**src/rtl/msg_pkg.sv**
```systemverilog
// Shared types and character constants for the UART message receiver.
package msg_pkg;

  typedef enum logic [2:0] {
    IDLE,
    START,
    DATA,
    STOP,
    WAIT_HIGH
  } rx_state_t;

  localparam logic [7:0] CHAR_SPACE = 8'h20;
  localparam logic [7:0] CHAR_BS    = 8'h08;
  localparam logic [7:0] CHAR_CR    = 8'h0D;
  localparam logic [7:0] PRINT_LO   = 8'h20;
  localparam logic [7:0] PRINT_HI   = 8'h7E;

  function automatic logic is_print(input logic [7:0] b);
    return (b >= PRINT_LO) && (b <= PRINT_HI);
  endfunction

endpackage

```
**src/rtl/uart_rx_core.sv**
```systemverilog
// Bit-level 8N1 receiver: synchronizer, mid-bit sampling, stop check.
module uart_rx_core
  import msg_pkg::*;
#(
  parameter int CLKS_PER_BIT = 5208
) (
  input  logic       clk_i,
  input  logic       rst_ni,
  input  logic       rx_i,
  output logic [7:0] byte_o,
  output logic       byte_valid_o,
  output logic       frame_err_o,
  output logic       busy_o
);

  localparam int TW = (CLKS_PER_BIT > 1) ? $clog2(CLKS_PER_BIT) : 1;
  localparam logic [TW-1:0] T_FULL = TW'(CLKS_PER_BIT - 1);
  localparam logic [TW-1:0] T_HALF = TW'(CLKS_PER_BIT / 2 - 1);

  rx_state_t     state_q, state_d;
  logic [TW-1:0] tmr_q, tmr_d;
  logic [2:0]    idx_q, idx_d;
  logic [7:0]    data_q, data_d;
  logic          vld_q, vld_d;
  logic          ferr_q, ferr_d;
  logic          s1_q, s2_q;

  always_ff @(posedge clk_i or negedge rst_ni) begin
    if (!rst_ni) begin
      s1_q <= 1'b1;
      s2_q <= 1'b1;
    end else begin
      s1_q <= rx_i;
      s2_q <= s1_q;
    end
  end

  always_ff @(posedge clk_i or negedge rst_ni) begin
    if (!rst_ni) begin
      state_q <= IDLE;
      tmr_q   <= '0;
      idx_q   <= '0;
      data_q  <= '0;
      vld_q   <= 1'b0;
      ferr_q  <= 1'b0;
    end else begin
      state_q <= state_d;
      tmr_q   <= tmr_d;
      idx_q   <= idx_d;
      data_q  <= data_d;
      vld_q   <= vld_d;
      ferr_q  <= ferr_d;
    end
  end

  always_comb begin
    state_d = state_q;
    tmr_d   = tmr_q;
    idx_d   = idx_q;
    data_d  = data_q;
    vld_d   = 1'b0;
    ferr_d  = 1'b0;
    unique case (state_q)
      IDLE: begin
        if (!s2_q) begin
          state_d = START;
          tmr_d   = '0;
        end
      end
      START: begin
        if (tmr_q == T_HALF) begin
          tmr_d   = '0;
          idx_d   = '0;
          state_d = s2_q ? IDLE : DATA;
        end else begin
          tmr_d = tmr_q + 1'b1;
        end
      end
      DATA: begin
        if (tmr_q == T_FULL) begin
          tmr_d  = '0;
          data_d = {s2_q, data_q[7:1]};
          idx_d  = idx_q + 3'd1;
          if (idx_q == 3'd7) state_d = STOP;
        end else begin
          tmr_d = tmr_q + 1'b1;
        end
      end
      STOP: begin
        if (tmr_q == T_FULL) begin
          tmr_d = '0;
          if (s2_q) begin
            vld_d   = 1'b1;
            state_d = IDLE;
          end else begin
            ferr_d  = 1'b1;
            state_d = WAIT_HIGH;
          end
        end else begin
          tmr_d = tmr_q + 1'b1;
        end
      end
      WAIT_HIGH: begin
        if (s2_q) state_d = IDLE;
      end
      default: state_d = IDLE;
    endcase
  end

  assign byte_o       = data_q;
  assign byte_valid_o = vld_q;
  assign frame_err_o  = ferr_q;
  assign busy_o       = (state_q != IDLE);

endmodule

```
**src/rtl/uart_msg_rx.sv**
```systemverilog
// UART receiver feeding a 4-character edit buffer committed on CR.
module uart_msg_rx
  import msg_pkg::*;
#(
  parameter int CLK_HZ = 50_000_000,
  parameter int BAUD   = 9600
) (
  input  logic        CLOCK_50,
  input  logic        RESET_N,
  input  logic        RX,
  output logic [31:0] MSG,
  output logic        MSG_VALID,
  output logic        FRAME_ERR,
  output logic        RX_BUSY
);

  localparam int CLKS_PER_BIT = CLK_HZ / BAUD;
  localparam logic [31:0] SPACES = {4{CHAR_SPACE}};

  logic [7:0]  rx_byte;
  logic        rx_vld;
  logic [31:0] shadow_q, shadow_d;
  logic [31:0] msg_q, msg_d;
  logic        mvld_q, mvld_d;

  uart_rx_core #(
    .CLKS_PER_BIT(CLKS_PER_BIT)
  ) u_core (
    .clk_i       (CLOCK_50),
    .rst_ni      (RESET_N),
    .rx_i        (RX),
    .byte_o      (rx_byte),
    .byte_valid_o(rx_vld),
    .frame_err_o (FRAME_ERR),
    .busy_o      (RX_BUSY)
  );

  always_ff @(posedge CLOCK_50 or negedge RESET_N) begin
    if (!RESET_N) begin
      shadow_q <= SPACES;
      msg_q    <= SPACES;
      mvld_q   <= 1'b0;
    end else begin
      shadow_q <= shadow_d;
      msg_q    <= msg_d;
      mvld_q   <= mvld_d;
    end
  end

  always_comb begin
    shadow_d = shadow_q;
    msg_d    = msg_q;
    mvld_d   = 1'b0;
    if (rx_vld) begin
      unique case (1'b1)
        is_print(rx_byte):
          shadow_d = {shadow_q[23:0], rx_byte};
        (rx_byte == CHAR_BS):
          shadow_d = {CHAR_SPACE, shadow_q[31:8]};
        (rx_byte == CHAR_CR): begin
          msg_d  = shadow_q;
          mvld_d = 1'b1;
        end
        default: ;
      endcase
    end
  end

  assign MSG       = msg_q;
  assign MSG_VALID = mvld_q;

endmodule

```
**config.mk**
```make
export PLATFORM = sky130hd
export DESIGN_NAME = uart_msg_rx
export DESIGN_NICKNAME = d
export VERILOG_FILES = /design/src/rtl/msg_pkg.sv /design/src/rtl/uart_rx_core.sv /design/src/rtl/uart_msg_rx.sv
export SDC_FILE = /design/constraint.sdc
export NUM_CORES = 1
export LEC_CHECK = 0
export BUFFER_PORTS_ARGS = -buffer_cell sky130_fd_sc_hd__buf_2
export CAP_MARGIN = 20
export CORE_ASPECT_RATIO = 1.5
export CORE_MARGIN = 8
export CORE_UTILIZATION = 51
export CTS_BUF_LIST = sky130_fd_sc_hd__clkbuf_4 sky130_fd_sc_hd__clkbuf_8 sky130_fd_sc_hd__clkbuf_16
export DETAILED_ROUTE_END_ITERATION = 16
export GPL_ROUTABILITY_DRIVEN = 0
export PLACE_DENSITY = 0.75
export SYNTH_ARGS = -nofsm -noshare
export SYNTH_HDL_FRONTEND = slang
export SYNTH_SLANG_ARGS = --single-unit
```
**constraint.sdc**
```tcl
create_clock -name CLOCK_50 -period 2.4 [get_ports CLOCK_50]
set_input_delay 0.24 -clock CLOCK_50 [delete_from_list [all_inputs] [get_ports CLOCK_50]]
set_output_delay 0.24 -clock CLOCK_50 [all_outputs]
set_load 0.02 [all_outputs]
```
**Word level (Yosys, flattened, before mapping)**

Cells that the tools add are included.

- Reductions and logical operators: 13
- Order comparisons: 2
- Muxes and demuxes: 25
- $add $sub $neg: 2
- Eq/ne operators: 15

Operators by type and width:

| operator | count |
|---|---|
| $pmux W32 S2 | 1 |
| $mux W13 | 3 |
| $pmux W13 S3 | 1 |
| $mux W3 | 9 |
| $eq A8 B4 Y1 const B | 2 |
| $pmux W3 S5 | 1 |
| $add A13 B1 Y13 const B | 1 |
| $eq A13 B12 Y1 const B | 1 |
| $eq A13 B13 Y1 const B | 1 |
| $ne A2 B1 Y1 const B | 5 |
| $ge A8 B6 Y1 const B | 1 |
| $le A8 B7 Y1 const B | 1 |
| $mux W1 | 8 |
| $reduce_and A2 Y1 | 4 |
| $eq A3 B2 Y1 const B | 2 |
| $eq A3 B3 Y1 const B | 2 |
| $pmux W3 S2 | 1 |
| $reduce_and A6 Y1 | 1 |
| $reduce_bool A3 Y1 | 2 |
| $reduce_bool A2 Y1 | 2 |
| $add A3 B1 Y3 const B | 1 |
| $eq A3 B1 Y1 const B | 1 |
| $logic_not A3 Y1 | 1 |
| $reduce_and A3 Y1 | 1 |
| 4 further kinds | 4 |

- Output and inout port bits: 35
- Register bits after elaboration: 96

**Longest topological paths before layout**

- Depth in word-level cells: 4
- Gate-level depth with buffers: 7

**By module**

Synthesis repeated with hierarchy kept, for this count alone.

- Cell total of the unflattened synthesis: 349
- Area, all modules: 4599.4 um2

By module, submodules not included:

| module | times used | cells an instance | seq. area each (um2) | area each (um2) |
|---|---|---|---|---|
| uart_msg_rx | 1 | 201 | 1636.6 | 3017.9 |
| uart_rx_core | 1 | 148 | 778.2 | 1581.5 |

**Least setup slack after synthesis**

OpenSTA, ideal clock, no wires.

- Kind: register to register
- From: reg u_core.tmr_q[0]
- To: reg u_core.state_q[1]
- Stages on the path, launching flop included: 7
- Path slack: 0.595 ns
- Setup time: 0.125 ns
- Arrival: 1.680 ns
- Clock period less this slack: 1.805 ns
- Path buffers: 0
- Cell sequence: dfrtp_1 -> ha_1 -> and2_1 -> and4_4 -> a311o_1 -> o211ai_2 -> mux2_4

- Word-level cells in the longest chain between the ends: 3

RTL lines:

| item | line | text |
|---|---|---|
| start, declared | uart_rx_core.sv:21 | `logic [TW-1:0] tmr_q, tmr_d;` |
| start signal, assigned | uart_rx_core.sv:48 | `tmr_q <= tmr_d;` |
| $eq A13 B13 Y1 / $eq A13 B12 Y1 (equally long branches) | uart_rx_core.sv:80, uart_rx_core.sv:90, uart_rx_core.sv:71 |  |
| $ne A2 B1 Y1 (no source line) | n/a |  |
| $reduce_and A6 Y1 (no source line) (*) | n/a |  |
| end signal, assigned | uart_rx_core.sv:47 | `state_q <= state_d;` |
| end, declared | uart_rx_core.sv:20 | `rx_state_t state_q, state_d;` |

Every way passes the cells marked *; elsewhere a longest branch is shown, timed or not.
A chain may end at the register's enable or synchronous reset.

**Final worst setup path**

- From: reg u_core.tmr_q[0]
- To: reg u_core.idx_q[0]

- Word-level cells in the longest chain between the ends: 3

RTL lines:

| item | line | text |
|---|---|---|
| $eq A13 B13 Y1 / $eq A13 B12 Y1 (equally long branches) | uart_rx_core.sv:80, uart_rx_core.sv:71 |  |
| $ne A2 B1 Y1 (no source line) | n/a |  |
| $reduce_and A3 Y1 (no source line) (*) | n/a |  |
| end signal, assigned | uart_rx_core.sv:49 | `idx_q <= idx_d;` |
| end, declared | uart_rx_core.sv:22 | `logic [2:0] idx_q, idx_d;` |

Marked as above.

==> results.rst <==
.. list-table::
   :header-rows: 1

   * - Metric
     - Value
   * - Ports
     - 38
   * - Largest delay contributor family on the critical path
     - simple AND/OR/NAND/NOR gates
   * - FILL cells
     - 683
   * - Core ar.
     - 8410 sq um
   * - Leakage dissipation
     - 2.47 nW
   * - Required @ worst endpoint
     - 2.62 ns
   * - Synthesized cell area
     - 4440 sq um
   * - Simple logic cell fraction of the synthesized area
     - 12.2%
   * - Most used flip-flop cell after synthesis
     - sky130_fd_sc_hd__dfrtp_1
   * - Crit path time final
     - 1.94 ns
   * - Count of nets after finishing
     - 412
   * - Post-route fraction of the period consumed by the critical path
     - 80.7%
   * - Clk sinks
     - 96
   * - Die width
     - 92.2 um
   * - Setup repair after global routing missed its margin
     - false
   * - Top area cells in the synthesized netlist
     - sky130_fd_sc_hd__dfrtp_1 (48%), sky130_fd_sc_hd__mux2_4 (12%), sky130_fd_sc_hd__dfstp_2 (5.9%)
   * - Num CTS Buffers
     - 9
   * - Clock Root Buffer
     - sky130_fd_sc_hd__clkbuf_16
   * - Y dimension of the die
     - 130 um
   * - Remaining max-slew budget at the tightest pin
     - 49.1%
   * - Count of buffering cells on the critical path with inverters included
     - 0
   * - Pin count of the biggest net entering global routing
     - 65
   * - DRC violations left
     - 0
   * - Total area of multi-input combinational cells
     - 1850 sq um
   * - Clock latency reported for the late side of the worst-skew pair
     - 0.34 ns
   * - Post-synth net total
     - 373
   * - DR vias
     - 2835
   * - Post-synthesis sequential element count
     - 96
   * - Buffer count from post-CTS setup fixing
     - 0
   * - Post-Synth Adder-Cell Area
     - 1.13%
   * - Area share of the largest cell type after synthesis
     - 48.5%
   * - Die Footprint
     - 12000 sq um
   * - HPWL after detailed placement
     - 5.56 mm
   * - Count of max-cap constraint violations
     - 0
   * - Core Util, Final
     - 59.8%
   * - Crit end category
     - register
   * - Post-Syn Instances
     - 366
   * - Xor-xnor portion of the synthesized cell area
     - 0.789%
   * - Sequential share of the synthesized area
     - 54.4%
   * - Area growth syn-to-layout
     - 13.4%
   * - Final setup viols
     - 0
   * - Crit-path slowest cell
     - sky130_fd_sc_hd__dfrtp_1
   * - Clock transition time at the flip-flop clock pins of the worst setup and hold paths
     - 0.07 ns
   * - Fraction of layout instances using a drive strength above 1
     - 29.8%
   * - Cell type contributing the most total cell area after synthesis
     - sky130_fd_sc_hd__dfrtp_1
   * - Number of levels in the clock H-tree
     - 3
   * - Effective utilization at floorplan
     - 52.8%
   * - Crit path kind
     - reg2reg
   * - Number of global-route vias before repair
     - 3005
   * - Series of cell instances along the critical path
     - ha_1 > and2_1 > and4_4 > and3_4 > o21ai_1 > mux2_2
   * - Class of the worst hold path
     - in2async
   * - Maximum root-to-sink buffer count
     - 2
   * - Status
     - complete, no violations
   * - Number of buffer cells added on primary ports
     - 37
   * - Mux cell area share after synthesis
     - 17.5%
   * - Wire length reported by the detailed router
     - 8.19 mm
   * - Pin slew with the least headroom to its limit
     - 0.760 ns
   * - Drt via density
     - 5.48
   * - Complex-gate fraction of the synthesized area
     - 9.92%
   * - Pwr/cell area
     - 620 nW/um^2
   * - Post-route clock skew
     - 0.00757 ns
   * - Initial antenna violation count
     - 0
   * - Synthesized area per cell
     - 12.1 sq um
   * - EDFF count, synth
     - 0
   * - Antenna Nets Post-Route
     - 0
   * - Max Transition Viols Final
     - 0
   * - Share of synthesized registers carrying an async set or reset
     - 100%
   * - Critical-path maximum fanout
     - 12
   * - Number of unique standard cell types used by synthesis
     - 48
   * - Worst path arrival time
     - 2.15 ns
   * - Final hold violations
     - 0
   * - Slowest Stage Delay on Critical Path
     - 0.42 ns
   * - Gates resized, CTS repair
     - 0
   * - Sequential standard cell area
     - 2410 sq um
   * - Standard-cell row count
     - 41
   * - Number of search-and-repair iterations in the first detailed-routing pass
     - 4
   * - CTS tree
     - done
   * - Startpoint Class
     - register
   * - Fmax achieved
     - 516 MHz
   * - Synthesis Warnings
     - 0
   * - Wire length of the first global-routing pass
     - 14.4 mm
   * - DRC violation total after the first TritonRoute iteration
     - 125
   * - All-layer global routing usage
     - 14.9%
   * - Combinational family with the most area after synthesis
     - multiplexers
   * - Final total negative setup slack
     - 0 ns
   * - Diode count
     - 0
   * - Remaining Overflow, GRT
     - 0
   * - Routed wire length per instance
     - 15.8 um
   * - Worst supply voltage drop on vdd
     - 486 uV
## worst paths after layout
| path | startpoint | endpoint | slack (ns) | depth (start not counted) |
|---|---|---|---|---|
| setup / recovery | u_core.tmr_q[0]$_DFFE_PN0P_ | u_core.idx_q[0]$_DFFE_PN0P_ | 0.46 | 6 |
| min in group CLOCK_50 | u_core.s1_q$_DFF_PN1_ | u_core.s2_q$_DFF_PN1_ | 0.36 | 0 |
| hold / removal | RESET_N | shadow_q[12]$_DFFE_PN0P_ | 0.35 | 2 |
| max in group asynchronous | RESET_N | MSG[29]$_DFFE_PN1P_ | 1.36 | 3 |
| setup reg to reg | u_core.tmr_q[0]$_DFFE_PN0P_ | u_core.idx_q[0]$_DFFE_PN0P_ | 0.46 | 6 |
| hold reg to reg | u_core.s1_q$_DFF_PN1_ | u_core.s2_q$_DFF_PN1_ | 0.36 | 0 |
## area by class of cell
type / instances / share of cell area [%]
Multi-Input combinational cell: 243 / 36.7
Sequential cell: 96 / 48.0
Timing Repair Buffer: 46 / 5.82
Tap cell: 107 / 2.66
Inverter: 9 / 0.671
Clock buffer: 12 / 5.17
Clock inverter: 4 / 1.02
## kinds of logic after synthesis
| kind of cell | count (synthesis) |
|---|---|
| compound gates | 73 |
| xor+xnor | 4 |
| fa+ha+maj | 4 |
| buf+inv | 27 |
| flops | 96 |
| mux | 59 |
| simple gates | 103 |
## repair_timing
item                                    in CTS  in global routing
hold buffers                                 2                  0
endpoints found under the setup margin       0                  0
endpoints found under the hold margin       16                  0
## synthesized netlist by cell type, types with 2 or more instances
cell	number
sky130_fd_sc_hd__nand3_1	6
sky130_fd_sc_hd__nor2_1	13
sky130_fd_sc_hd__and3_1	6
sky130_fd_sc_hd__ha_1	4
sky130_fd_sc_hd__o21ai_0	30
sky130_fd_sc_hd__dfstp_2	10
sky130_fd_sc_hd__and2_1	2
sky130_fd_sc_hd__inv_1	9
sky130_fd_sc_hd__a21oi_1	10
sky130_fd_sc_hd__buf_2	9
sky130_fd_sc_hd__mux2_4	36
sky130_fd_sc_hd__a21o_1	6
sky130_fd_sc_hd__buf_6	6
sky130_fd_sc_hd__o21ai_1	11
sky130_fd_sc_hd__nor3b_1	3
sky130_fd_sc_hd__nand2_1	46
sky130_fd_sc_hd__and4bb_2	2
sky130_fd_sc_hd__o22ai_1	4
sky130_fd_sc_hd__nand4_1	4
sky130_fd_sc_hd__o21a_1	2
sky130_fd_sc_hd__nor3_1	8
sky130_fd_sc_hd__dfrtp_1	86
sky130_fd_sc_hd__a22o_1	2
sky130_fd_sc_hd__nor2b_1	4
sky130_fd_sc_hd__mux2i_1	17
sky130_fd_sc_hd__xnor2_1	2
sky130_fd_sc_hd__xor2_1	2
sky130_fd_sc_hd__mux2_2	6
## through the flow
step	cells	total power [mW]	setup WS (ns)	area (sq um)	hold WS [ns]
floorplan	366	1.66	0.595	4440	-0.0556
global placement	498	1.69	0.343	4670	0.160
detailed placement	498	1.70	0.211	4670	0.175
CTS	516	3.16	0.229	5010	0.349
global route	517	3.23	0.287	5030	0.367
finish	517	3.12	0.462	5030	0.350
## power by group
group	switching [mW]	total [mW]	internal [mW]
registers	0.00213	1.62	1.62
logic	0.0326	0.0422	0.00959
clock network	0.575	1.45	0.878
total	0.610	3.12	2.51
## routing by layer
layer | up-vias | track usage, % | routed length [um]
li1 | 1371 | - | -
met1 | 1414 | 17.1 | 3540
met2 | 43 | 25.5 | 4230
met3 | 7 | 3.79 | 285
met4 | 0 | 6.76 | 129
met5 | - | 0 | 0
## cells in the final DEF, fill, tap and decap left out, types with 3 or more instances in the layout
cell / n
sky130_fd_sc_hd__dfrtp_1: 86
sky130_fd_sc_hd__nand2_1: 46
sky130_fd_sc_hd__mux2_4: 36
sky130_fd_sc_hd__buf_2: 36
sky130_fd_sc_hd__o21ai_0: 30
sky130_fd_sc_hd__mux2i_1: 17
sky130_fd_sc_hd__nor2_1: 13
sky130_fd_sc_hd__o21ai_1: 11
sky130_fd_sc_hd__dfstp_2: 10
sky130_fd_sc_hd__a21oi_1: 10
sky130_fd_sc_hd__inv_1: 9
sky130_fd_sc_hd__clkbuf_16: 9
sky130_fd_sc_hd__nor3_1: 8
sky130_fd_sc_hd__and3_1: 6
sky130_fd_sc_hd__mux2_2: 6
sky130_fd_sc_hd__nand3_1: 6
sky130_fd_sc_hd__a21o_1: 6
sky130_fd_sc_hd__buf_4: 6
sky130_fd_sc_hd__nand4_1: 4
sky130_fd_sc_hd__nor2b_1: 4
sky130_fd_sc_hd__o22ai_1: 4
sky130_fd_sc_hd__ha_1: 4
sky130_fd_sc_hd__nor3b_1: 3
## sequential cells by signal, summed over array words and instances (netlist names), 3 cells and up
name and count:
MSG 32, shadow_q 32, u_core.tmr_q 13, u_core.byte_o 8, u_core.idx_q 3, u_core.state_q 3
No activity file was read; power rests on OpenSTA's default activity.
